### config.mk
export PLATFORM = sky130hd
export DESIGN_NAME = serial_mag_compare_flat
export DESIGN_NICKNAME = d
export VERILOG_FILES = /design/src/rtl/serial_mag_compare_if.sv /design/src/rtl/serial_mag_compare.sv /design/src/flat_wrapper.sv
export SDC_FILE = /design/constraint.sdc
export NUM_CORES = 1
export LEC_CHECK = 0
export CORE_UTILIZATION = 40
export CTS_BUF_LIST = sky130_fd_sc_hd__clkbuf_8 sky130_fd_sc_hd__clkbuf_16
export CTS_CLUSTER_SIZE = 25
export DETAILED_ROUTE_END_ITERATION = 6
export PLACE_DENSITY = 0.7
export SKIP_LAST_GASP = 1
export SYNTH_ARGS = -nofsm -noshare
export SYNTH_HDL_FRONTEND = slang
export SYNTH_SLANG_ARGS = --single-unit
### constraint.sdc
create_clock -name clk -period 4.2 [get_ports clk]
set_input_delay 0.84 -clock clk [delete_from_list [all_inputs] [get_ports clk]]
set_output_delay 0.84 -clock clk [all_outputs]
set_load 0.01 [all_outputs]
### src/rtl/serial_mag_compare_if.sv
// Operand/result bundle for the serial magnitude comparator.
// The master side issues start with operands; the slave side reports
// scan status and the eq/gt/lt verdict with the number of digits examined.
interface serial_mag_compare_if #(
    parameter int DIGITS = 4,
    parameter int CNTW   = 3
);
    logic                  start;
    logic [3*DIGITS-1:0]   a;
    logic [3*DIGITS-1:0]   b;
    logic                  busy;
    logic                  done;
    logic                  eq;
    logic                  gt;
    logic                  lt;
    logic [CNTW-1:0]       digits_used;

    modport master (
        output start, a, b,
        input  busy, done, eq, gt, lt, digits_used
    );

    modport slave (
        input  start, a, b,
        output busy, done, eq, gt, lt, digits_used
    );
endinterface

### src/rtl/serial_mag_compare.sv
// Sequential multi-digit magnitude comparator.
// Walks two operands of DIGITS 3-bit digits, most significant first, one
// digit per clock, and stops at the first unequal digit. The verdict and the
// number of digits examined are held until the next accepted start.
// DIGITS must lie in 1..(2^CNTW)-1 so digits_used can hold DIGITS.
module serial_mag_compare #(
    parameter int DIGITS = 4,
    parameter int CNTW   = 3
) (
    input  logic                 clk,
    input  logic                 rst_n,
    serial_mag_compare_if.slave  bus
);

    localparam int W = 3 * DIGITS;

    typedef enum logic [1:0] {
        ST_IDLE = 2'd0,
        ST_SCAN = 2'd1,
        ST_DONE = 2'd2
    } state_t;

    typedef enum logic [1:0] {
        CMP_EQ = 2'd0,
        CMP_GT = 2'd1,
        CMP_LT = 2'd2
    } cmp_t;

    // Shared 3-bit digit slice: equal / greater / less, unsigned.
    function automatic cmp_t digit_cmp(input logic [2:0] x, input logic [2:0] y);
        if (x > y) begin
            return CMP_GT;
        end else if (x < y) begin
            return CMP_LT;
        end
        return CMP_EQ;
    endfunction

    state_t          state_q;
    state_t          state_d;

    logic [W-1:0]    a_q;
    logic [W-1:0]    b_q;
    logic [CNTW-1:0] idx_q;

    logic            eq_q;
    logic            gt_q;
    logic            lt_q;
    logic [CNTW-1:0] du_q;

    logic            busy_o;
    logic            done_o;

    logic [2:0]      dig_a;
    logic [2:0]      dig_b;
    cmp_t            cmp_res;
    logic            last_digit;
    logic            accept;
    logic            decided;
    logic [CNTW-1:0] du_calc;

    // Start is only honoured when no scan is running (IDLE or the DONE cycle).
    assign accept = bus.start && ((state_q == ST_IDLE) || (state_q == ST_DONE));

    // Select the digit under examination from the latched operands.
    always_comb begin
        dig_a = '0;
        dig_b = '0;
        for (int unsigned i = 0; i < DIGITS; i++) begin
            if (idx_q == CNTW'(i)) begin
                dig_a = a_q[3*i +: 3];
                dig_b = b_q[3*i +: 3];
            end
        end
    end

    assign cmp_res    = digit_cmp(dig_a, dig_b);
    assign last_digit = (idx_q == '0);
    assign decided    = (state_q == ST_SCAN) && ((cmp_res != CMP_EQ) || last_digit);
    assign du_calc    = CNTW'(DIGITS) - idx_q;

    // State register.
    always_ff @(posedge clk or negedge rst_n) begin
        if (!rst_n) begin
            state_q <= ST_IDLE;
        end else begin
            state_q <= state_d;
        end
    end

    // Next-state logic: DONE may chain straight into SCAN on a new start.
    always_comb begin
        state_d = state_q;
        case (state_q)
            ST_IDLE: begin
                if (accept) begin
                    state_d = ST_SCAN;
                end
            end
            ST_SCAN: begin
                if (decided) begin
                    state_d = ST_DONE;
                end
            end
            ST_DONE: begin
                state_d = accept ? ST_SCAN : ST_IDLE;
            end
            default: begin
                state_d = ST_IDLE;
            end
        endcase
    end

    // Status outputs decoded from the registered state only.
    always_comb begin
        busy_o = 1'b0;
        done_o = 1'b0;
        case (state_q)
            ST_SCAN: busy_o = 1'b1;
            ST_DONE: done_o = 1'b1;
            default: begin
                busy_o = 1'b0;
                done_o = 1'b0;
            end
        endcase
    end

    // Operand latch, digit index and result registers.
    always_ff @(posedge clk or negedge rst_n) begin
        if (!rst_n) begin
            a_q   <= '0;
            b_q   <= '0;
            idx_q <= '0;
            eq_q  <= 1'b0;
            gt_q  <= 1'b0;
            lt_q  <= 1'b0;
            du_q  <= '0;
        end else if (accept) begin
            a_q   <= bus.a;
            b_q   <= bus.b;
            idx_q <= CNTW'(DIGITS - 1);
            eq_q  <= 1'b0;
            gt_q  <= 1'b0;
            lt_q  <= 1'b0;
            du_q  <= '0;
        end else if (state_q == ST_SCAN) begin
            if (decided) begin
                eq_q <= (cmp_res == CMP_EQ);
                gt_q <= (cmp_res == CMP_GT);
                lt_q <= (cmp_res == CMP_LT);
                du_q <= du_calc;
            end else begin
                idx_q <= idx_q - 1'b1;
            end
        end
    end

    assign bus.busy        = busy_o;
    assign bus.done        = done_o;
    assign bus.eq          = eq_q;
    assign bus.gt          = gt_q;
    assign bus.lt          = lt_q;
    assign bus.digits_used = du_q;

endmodule

### src/flat_wrapper.sv
// flat-port wrapper written by rule: the top's interface ports become plain ports
module serial_mag_compare_flat 
#(
    parameter int DIGITS = 4,
    parameter int CNTW   = 3
)
  (clk, rst_n, bus_start, bus_a, bus_b, bus_busy, bus_done, bus_eq, bus_gt, bus_lt, bus_digits_used);
  serial_mag_compare_if #(.DIGITS(DIGITS), .CNTW(CNTW)) bus_i ();
  input  logic clk;
  input  logic rst_n;
  input wire logic [$bits(bus_i.start)-1:0] bus_start;
  input wire logic [$bits(bus_i.a)-1:0] bus_a;
  input wire logic [$bits(bus_i.b)-1:0] bus_b;
  output wire logic [$bits(bus_i.busy)-1:0] bus_busy;
  output wire logic [$bits(bus_i.done)-1:0] bus_done;
  output wire logic [$bits(bus_i.eq)-1:0] bus_eq;
  output wire logic [$bits(bus_i.gt)-1:0] bus_gt;
  output wire logic [$bits(bus_i.lt)-1:0] bus_lt;
  output wire logic [$bits(bus_i.digits_used)-1:0] bus_digits_used;
  assign bus_i.start = bus_start;
  assign bus_i.a = bus_a;
  assign bus_i.b = bus_b;
  assign bus_busy = bus_i.busy;
  assign bus_done = bus_i.done;
  assign bus_eq = bus_i.eq;
  assign bus_gt = bus_i.gt;
  assign bus_lt = bus_i.lt;
  assign bus_digits_used = bus_i.digits_used;
  serial_mag_compare #(.DIGITS(DIGITS), .CNTW(CNTW)) u_core (.clk(clk), .rst_n(rst_n), .bus(bus_i));
endmodule
-- Word level (Yosys, flattened, before mapping)
Cells that the tools add are included.
- output and inout port bits: 8
- flip-flop bits (word level): 35
- input bits: 27
- magnitude comparators: 2
- multiplexer cells: 34
- reduce and logical (&&, ||, !) cells: 13
- add/subtract/negate cells: 2
- eq/ne operators: 10
- operators with widths (operator ; count):
    $mux W3 ; 14
    $mux W1 ; 14
    $mux W2 ; 5
    $eq A3 B2 Y1 const B ; 2
    $ne A2 B1 Y1 const B ; 3
    $pmux W2 S3 ; 1
    $reduce_and A2 Y1 ; 3
    $reduce_bool A2 Y1 ; 3
    $eq A2 B1 Y1 const B ; 2
    $eq A2 B2 Y1 const B ; 2
    $logic_not A2 Y1 ; 2
    $eq A3 B1 Y1 const B ; 1
    $gt A3 B3 Y1 ; 1
    $logic_not A3 Y1 ; 1
    $lt A3 B3 Y1 ; 1
    $sub A3 B1 Y3 const B ; 1
    $sub A3 B3 Y3 const A ; 1
    $logic_and A1 B1 Y1 ; 2
    $logic_or A1 B1 Y1 ; 2

-- Depth between registers and ports, before layout
- word-level depth: 15
- gate-level depth with buffers: 12

-- Least setup slack after synthesis
Ideal clock, no wire load.
- kind: reg2reg
- from: register u_core.idx_q[0]
- to: register u_core.gt_q (netlist: u_core.bus.gt)
- path buffers: 0
- data arrival time: 2.339 ns
- setup slack: 1.739 ns
- cell stages (with the launch flop): 10
- setup time: 0.122 ns
- cell sequence: dfrtp_1 -> inv_1 -> ha_1 -> o21ai_0 -> a32oi_1 -> ha_1 -> nor3b_4 -> o31ai_4 -> and2_4 -> a32o_1
- longest elaborated chain between the ends: 14
- ends and longest elaborated chain (element ; line ; RTL):
    from (decl) ; serial_mag_compare.sv:44 ; logic [CNTW-1:0] idx_q;
    from (signal assigned) ; serial_mag_compare.sv:141 ; idx_q <= CNTW'(DIGITS - 1);
    from (signal assigned) ; serial_mag_compare.sv:153 ; idx_q <= idx_q - 1'b1;
    $logic_not A3 Y1 ; serial_mag_compare.sv:70, serial_mag_compare.sv:78 ;
    $mux W3 (4 in a row) ; serial_mag_compare.sv:70 ; if (idx_q == CNTW'(i)) begin
    $lt A3 B3 Y1 ; serial_mag_compare.sv:33 ; end else if (x < y) begin
    $mux W1 ; serial_mag_compare.sv:33 ;
    $mux W1 ; serial_mag_compare.sv:31 ; if (x > y) begin
    $mux W2 ; serial_mag_compare.sv:36 ; return CMP_EQ;
    $reduce_bool A2 Y1 ; serial_mag_compare.sv:79 ; assign decided = (state_q == ST_SCAN) && ((cmp_res != CMP_EQ) || last_digit);
    $logic_or A1 B1 Y1 ; serial_mag_compare.sv:79 ;
    $logic_and A1 B1 Y1 ; serial_mag_compare.sv:79 ;
    $reduce_bool A2 Y1 (no line) ; n/a ;
    $reduce_and A2 Y1 (no line) ; n/a ;
    to (signal assigned) ; serial_mag_compare.sv:149 ; gt_q <= (cmp_res == CMP_GT);
    to (decl) ; serial_mag_compare.sv:47 ; logic gt_q;
Several ways; a longest one is shown, not always the timed one. The select of a mux whose other input is x is not followed.
A chain may end at the register's enable or synchronous reset.

-- Worst setup path in the final report
- from: register u_core.idx_q[0]
- to: register u_core.lt_q (netlist: u_core.bus.lt)
- longest elaborated chain between the ends: 14
- ends and longest elaborated chain (element ; line ; RTL):
    $logic_not A3 Y1 ; serial_mag_compare.sv:70, serial_mag_compare.sv:78 ;
    $mux W3 (4 in a row) ; serial_mag_compare.sv:70 ;
    $lt A3 B3 Y1 ; serial_mag_compare.sv:33 ;
    $mux W1 ; serial_mag_compare.sv:33 ;
    $mux W1 ; serial_mag_compare.sv:31 ;
    $mux W2 ; serial_mag_compare.sv:36 ;
    $reduce_bool A2 Y1 ; serial_mag_compare.sv:79 ;
    $logic_or A1 B1 Y1 ; serial_mag_compare.sv:79 ;
    $logic_and A1 B1 Y1 ; serial_mag_compare.sv:79 ;
    $reduce_bool A2 Y1 (no line) ; n/a ;
    $reduce_and A2 Y1 (no line) ; n/a ;
    to (signal assigned) ; serial_mag_compare.sv:150 ; lt_q <= (cmp_res == CMP_LT);
    to (decl) ; serial_mag_compare.sv:48 ; logic lt_q;
Several ways; a longest one is shown, not always the timed one. The select of a mux whose other input is x is not followed.

==> report_table.html <==
<table>
<tr><th>Metric</th><th>Value</th></tr>
<tr><th colspan="2">Worst hold path</th></tr>
<tr><td>Class of the most critical hold timing path</td><td>reg2reg</td></tr>
<tr><td>Startpoint of the tightest hold check path</td><td>u_core.a_q[11]</td></tr>
<tr><td>Capture endpoint of the worst hold path</td><td>u_core.a_q[11]</td></tr>
<tr><td>Cell count of the worst hold path</td><td>2</td></tr>
<tr><th colspan="2">Final layout</th></tr>
<tr><td>Antenna cells</td><td>0</td></tr>
<tr><td>Share of cells above drive strength 1</td><td>0.0675</td></tr>
<tr><td>Number of cells in the finished layout apart from fillers</td><td>287</td></tr>
<tr><td>Synth-to-layout area growth</td><td>27.2%</td></tr>
<tr><td>Core Util, Final</td><td>0.548</td></tr>
<tr><td>Total of fill cells in the finished design</td><td>401</td></tr>
<tr><td>Nets@finish</td><td>272</td></tr>
<tr><th colspan="2">Timing</th></tr>
<tr><td>Worst path setup slack after routing</td><td>1.35 ns</td></tr>
<tr><td>Skew final</td><td>0.00859 ns</td></tr>
<tr><td>Unrepaired setup endpoints after global routing</td><td>false</td></tr>
<tr><td>Setup total negative slack</td><td>0 ns</td></tr>
<tr><td>Number of slew-limit violations in the final report</td><td>0</td></tr>
<tr><td>Fmax</td><td>351 MHz</td></tr>
<tr><td>Final critical-path required period</td><td>2.85 ns</td></tr>
<tr><td>Final cycle utilization of the critical path</td><td>0.679</td></tr>
<tr><td>Final number of setup-violating endpoints</td><td>0</td></tr>
<tr><td>Final hold violation count</td><td>0</td></tr>
<tr><td>Slew headroom</td><td>0.251</td></tr>
<tr><td>Final hold slack</td><td>0.482 ns</td></tr>
<tr><td>Pin slew with the least headroom to its limit</td><td>1.12 ns</td></tr>
<tr><th colspan="2">Clocking</th></tr>
<tr><td>Clock transition at the register clock pins on the worst setup and hold paths after CTS</td><td>0.07 ns</td></tr>
<tr><td>Hold buffers post-CTS</td><td>0</td></tr>
<tr><td>CTS tree</td><td>built</td></tr>
<tr><td>Clock sink total</td><td>35</td></tr>
<tr><td>Maximum buffer depth of the clock tree</td><td>2</td></tr>
<tr><td>Number of gates resized after cts</td><td>0</td></tr>
<tr><td>Number of buffers inserted to repair setup after CTS</td><td>0</td></tr>
<tr><td>Clock latency at the later pin of the worst-skew pair</td><td>0.29 ns</td></tr>
<tr><td>Clock buffer count from CTS</td><td>5</td></tr>
<tr><td>Maximum level of the CTS H-tree</td><td>2</td></tr>
<tr><td>Root buf cell</td><td>sky130_fd_sc_hd__clkbuf_8</td></tr>
<tr><th colspan="2">Route</th></tr>
<tr><td>Average detailed-routed wire length per instance</td><td>12.2 um</td></tr>
<tr><td>Detailed Route WL</td><td>3.49 mm</td></tr>
<tr><td>Number of nets with antenna violations after routing</td><td>0</td></tr>
<tr><td>Total via count after detailed routing</td><td>1,430</td></tr>
<tr><td>First-iteration detailed-routing DRC count</td><td>68</td></tr>
<tr><td>DRC errors left</td><td>0</td></tr>
<tr><td>Total iterations of the first detailed-routing run</td><td>4</td></tr>
<tr><td>Mean number of vias per cell</td><td>4.98</td></tr>
<tr><th colspan="2">Global route</th></tr>
<tr><td>Antenna violations before repair</td><td>0</td></tr>
<tr><td>GRT Util Overall</td><td>0.177</td></tr>
<tr><td>Maximum number of pins on one net before global-route repair</td><td>36</td></tr>
<tr><td>Global-route wire length before repair</td><td>6.03 mm</td></tr>
<tr><td>Global route total overflow</td><td>0</td></tr>
<tr><td>Via count of the first global-routing pass</td><td>1,328</td></tr>
<tr><th colspan="2">Die</th></tr>
<tr><td>Die area</td><td>0.00473 mm2</td></tr>
<tr><td>Standard-cell row count</td><td>23</td></tr>
<tr><td>Std-Cell Core Area</td><td>0.00414 mm2</td></tr>
<tr><td>Number of I/O pins</td><td>35</td></tr>
<tr><td>Starting density of the core</td><td>0.431</td></tr>
<tr><td>Vertical die dimension</td><td>68.8 um</td></tr>
<tr><td>Die width</td><td>68.8 um</td></tr>
<tr><th colspan="2">Logic synthesis</th></tr>
<tr><td>Netlist Area Pre-Place</td><td>0.00179 mm2</td></tr>
<tr><td>Largest area contributor in the synthesized netlist</td><td>sky130_fd_sc_hd__dfrtp_1</td></tr>
<tr><td>Post-Syn Instances</td><td>202</td></tr>
<tr><td>Yosys reg bits</td><td>35</td></tr>
<tr><td>Dominant cells by area after synthesis</td><td>sky130_fd_sc_hd__dfrtp_1 49%, sky130_fd_sc_hd__nand2_1 16%, sky130_fd_sc_hd__ha_1 6.3%, sky130_fd_sc_hd__nand3_1 3.6%, sky130_fd_sc_hd__o21ai_0 2.8%</td></tr>
<tr><td>Synthesis Warnings</td><td>0</td></tr>
<tr><td>Mapped Avg Cell Area</td><td>8.84 um2</td></tr>
<tr><td>Net Count, Synth</td><td>238</td></tr>
<tr><td>Cell variety after synth</td><td>33</td></tr>
<tr><td>Share of the synthesized area in the top cell type</td><td>0.491</td></tr>
<tr><td>Register area share after synthesis</td><td>0.491</td></tr>
<tr><th colspan="2">Critical path</th></tr>
<tr><td>Crit path max-delay cell type</td><td>sky130_fd_sc_hd__o21ai_0</td></tr>
<tr><td>Worst path arrival time</td><td>3.06 ns</td></tr>
<tr><td>CP Data Required Time</td><td>4.41 ns</td></tr>
<tr><td>Buffer and inverter count on the worst path</td><td>1</td></tr>
<tr><td>Critical path launch point type</td><td>flip-flop</td></tr>
<tr><td>Worst reg2reg startpoint</td><td>u_core.idx_q[0]</td></tr>
<tr><td>Critical Path, Cell by Cell</td><td>inv_1 -&gt; ha_1 -&gt; o21ai_0 -&gt; a32oi_1 -&gt; ha_1 -&gt; nand3_2 -&gt; o31ai_4 -&gt; and2_4 -&gt; o2bb2ai_1</td></tr>
<tr><td>Most repeated library cell on the critical path</td><td>sky130_fd_sc_hd__ha_1</td></tr>
<tr><td>FF-to-FF setup slack</td><td>1.35 ns</td></tr>
<tr><td>Worst Path Max Fanout</td><td>10</td></tr>
<tr><td>Crit-path leading delay family</td><td>compound AO/OA/AOI/OAI gates</td></tr>
<tr><td>CP Class</td><td>reg2reg</td></tr>
<tr><td>Endpoint of the most critical register-to-register path</td><td>u_core.bus.lt</td></tr>
<tr><td>Delay of the slowest cell on the worst path</td><td>0.52 ns</td></tr>
<tr><td>Kind of capture point of the worst setup path</td><td>flip-flop</td></tr>
<tr><td>Number of cells traversed by the worst register-to-register path</td><td>9</td></tr>
<tr><th colspan="2">Placed design</th></tr>
<tr><td>Final weighted congestion of routability-driven global placement</td><td>0.817</td></tr>
<tr><td>Number of cells after detailed placement</td><td>279</td></tr>
<tr><td>Buffers added on ports</td><td>34</td></tr>
<tr><td>Post-Place Worst Slack</td><td>1.41 ns</td></tr>
<tr><td>Sum of net half-perimeters after detailed placement</td><td>2.52 mm</td></tr>
<tr><th colspan="2">Pwr</th></tr>
<tr><td>Static power due to leakage</td><td>1.07 nW</td></tr>
<tr><td>Power density normalized to cell area</td><td>623 mW/mm2</td></tr>
<tr><td>Worst supply voltage drop on vdd</td><td>0.256 mV</td></tr>
<tr><th colspan="2">Job</th></tr>
<tr><td>Count of maximum capacitance violations</td><td>0</td></tr>
<tr><th colspan="2">Run status</th></tr>
<tr><td>Status</td><td>completed</td></tr>
</table>
## layer usage
metal  routed length, um  global-route usage  vias to the layer above
li1                    -                   -                      733
met1                1730               0.239                      659
met2                1570               0.276                       33
met3                 151              0.0444                        5
met4                  43              0.0612                        0
met5                   0                   0                        -
## worst register-to-register path, stage by stage, from the launching register on
cell	delay [ns]
sky130_fd_sc_hd__dfrtp_1	0.42
sky130_fd_sc_hd__inv_1	0.12
sky130_fd_sc_hd__ha_1	0.29
sky130_fd_sc_hd__o21ai_0	0.52
sky130_fd_sc_hd__a32oi_1	0.19
sky130_fd_sc_hd__ha_1	0.35
sky130_fd_sc_hd__nand3_2	0.17
sky130_fd_sc_hd__o31ai_4	0.40
sky130_fd_sc_hd__and2_4	0.21
sky130_fd_sc_hd__o2bb2ai_1	0.10
## power breakdown
group / total, mW / internal, mW / switching, mW
registers: 0.545 / 0.469 / 0.0765
clock network: 0.309 / 0.192 / 0.117
logic: 0.561 / 0.252 / 0.309
total: 1.42 / 0.913 / 0.503
## cell usage in the layout, fill, tap and decap left out, types with 2 or more instances in the layout
| master | n |
|---|---|
| sky130_fd_sc_hd__clkdlybuf4s50_1 | 34 |
| sky130_fd_sc_hd__ha_1 | 9 |
| sky130_fd_sc_hd__inv_1 | 10 |
| sky130_fd_sc_hd__nand2_1 | 76 |
| sky130_fd_sc_hd__nor3b_1 | 2 |
| sky130_fd_sc_hd__nand3_1 | 13 |
| sky130_fd_sc_hd__o21ai_0 | 10 |
| sky130_fd_sc_hd__dfrtp_1 | 35 |
| sky130_fd_sc_hd__a22o_1 | 2 |
| sky130_fd_sc_hd__nor2b_1 | 4 |
| sky130_fd_sc_hd__nor2_1 | 5 |
| sky130_fd_sc_hd__nand2b_1 | 3 |
| sky130_fd_sc_hd__a21oi_1 | 4 |
| sky130_fd_sc_hd__clkbuf_8 | 6 |
| sky130_fd_sc_hd__and2b_1 | 2 |
| sky130_fd_sc_hd__a31oi_1 | 2 |
| sky130_fd_sc_hd__a32oi_1 | 2 |
## logic make-up after synthesis
| logic type | after synthesis | synth area share |
|---|---|---|
| compound gates | 26 | 0.102 |
| xor+xnor | 1 | 0.00491 |
| fa+ha+maj | 9 | 0.0631 |
| buf+inv | 18 | 0.0449 |
| flops | 35 | 0.491 |
| simple gates | 113 | 0.294 |
## how the worst max path moves through the flow
stage | start | endpoint | slack, ns | cells after the start
after floorplan | u_core.idx_q[0] | u_core.bus.gt | 1.74 | 9
after global placement | u_core.idx_q[0] | u_core.bus.lt | 1.51 | 9
after detailed placement | u_core.idx_q[0] | u_core.bus.lt | 1.41 | 9
after CTS | u_core.idx_q[0] | u_core.idx_q[0] | 1.38 | 9
after global routing | u_core.idx_q[0] | u_core.bus.lt | 1.09 | 9
final | u_core.idx_q[0] | u_core.bus.lt | 1.35 | 9
## synth_stat cells
cell                        instances
sky130_fd_sc_hd__nand2b_4           1
sky130_fd_sc_hd__nor3b_4            1
sky130_fd_sc_hd__o2bb2ai_1          1
sky130_fd_sc_hd__a22o_1             2
sky130_fd_sc_hd__nor2b_1            4
sky130_fd_sc_hd__nand3_1           13
sky130_fd_sc_hd__ha_1               9
sky130_fd_sc_hd__dfrtp_1           35
sky130_fd_sc_hd__clkbuf_1           2
sky130_fd_sc_hd__nor3b_1            2
sky130_fd_sc_hd__o31ai_4            1
sky130_fd_sc_hd__nor3_1             1
sky130_fd_sc_hd__a31oi_1            2
sky130_fd_sc_hd__nand2b_1           3
sky130_fd_sc_hd__o21ai_0           10
sky130_fd_sc_hd__nand3b_1           1
sky130_fd_sc_hd__buf_4              2
sky130_fd_sc_hd__a21oi_1            4
sky130_fd_sc_hd__o31ai_1            1
sky130_fd_sc_hd__inv_1             10
sky130_fd_sc_hd__nand2_1           76
sky130_fd_sc_hd__or2_2              1
sky130_fd_sc_hd__buf_2              4
sky130_fd_sc_hd__and2b_1            2
sky130_fd_sc_hd__nand3_2            1
sky130_fd_sc_hd__a32oi_1            2
sky130_fd_sc_hd__o41ai_1            1
sky130_fd_sc_hd__a32o_1             1
sky130_fd_sc_hd__and2_4             1
sky130_fd_sc_hd__xnor2_1            1
sky130_fd_sc_hd__nor4_2             1
sky130_fd_sc_hd__o311ai_0           1
sky130_fd_sc_hd__nor2_1             5
## cell type report
type	instances	area [um2]	area share
clock buffers	6	82.6	0.0364
clock inverters	2	35.0	0.0154
inverters	10	37.5	0.0165
multi-input cells	149	830	0.365
flip-flops and latches	35	876	0.386
well taps	50	62.6	0.0275
repair buffers	35	348	0.153
## per-stage QoR
stage / cell area, um2 / total power [mW]
3_5_place_dp: 2150 / 1.12
5_1_grt: 2270 / 1.53
2_1_floorplan: 1790 / 0.943
4_1_cts: 2270 / 1.43
6_report: 2270 / 1.42
3_3_place_gp: 2150 / 1.10
## state kept, by name, summed over array words and instances (netlist names)
register                count
u_core.b_q                 12
u_core.bus.digits_used      3
u_core.bus.gt               1
u_core.state_q              2
u_core.bus.eq               1
u_core.bus.lt               1
u_core.idx_q                3
u_core.a_q                 12
(Power assumes the default switching activity.)
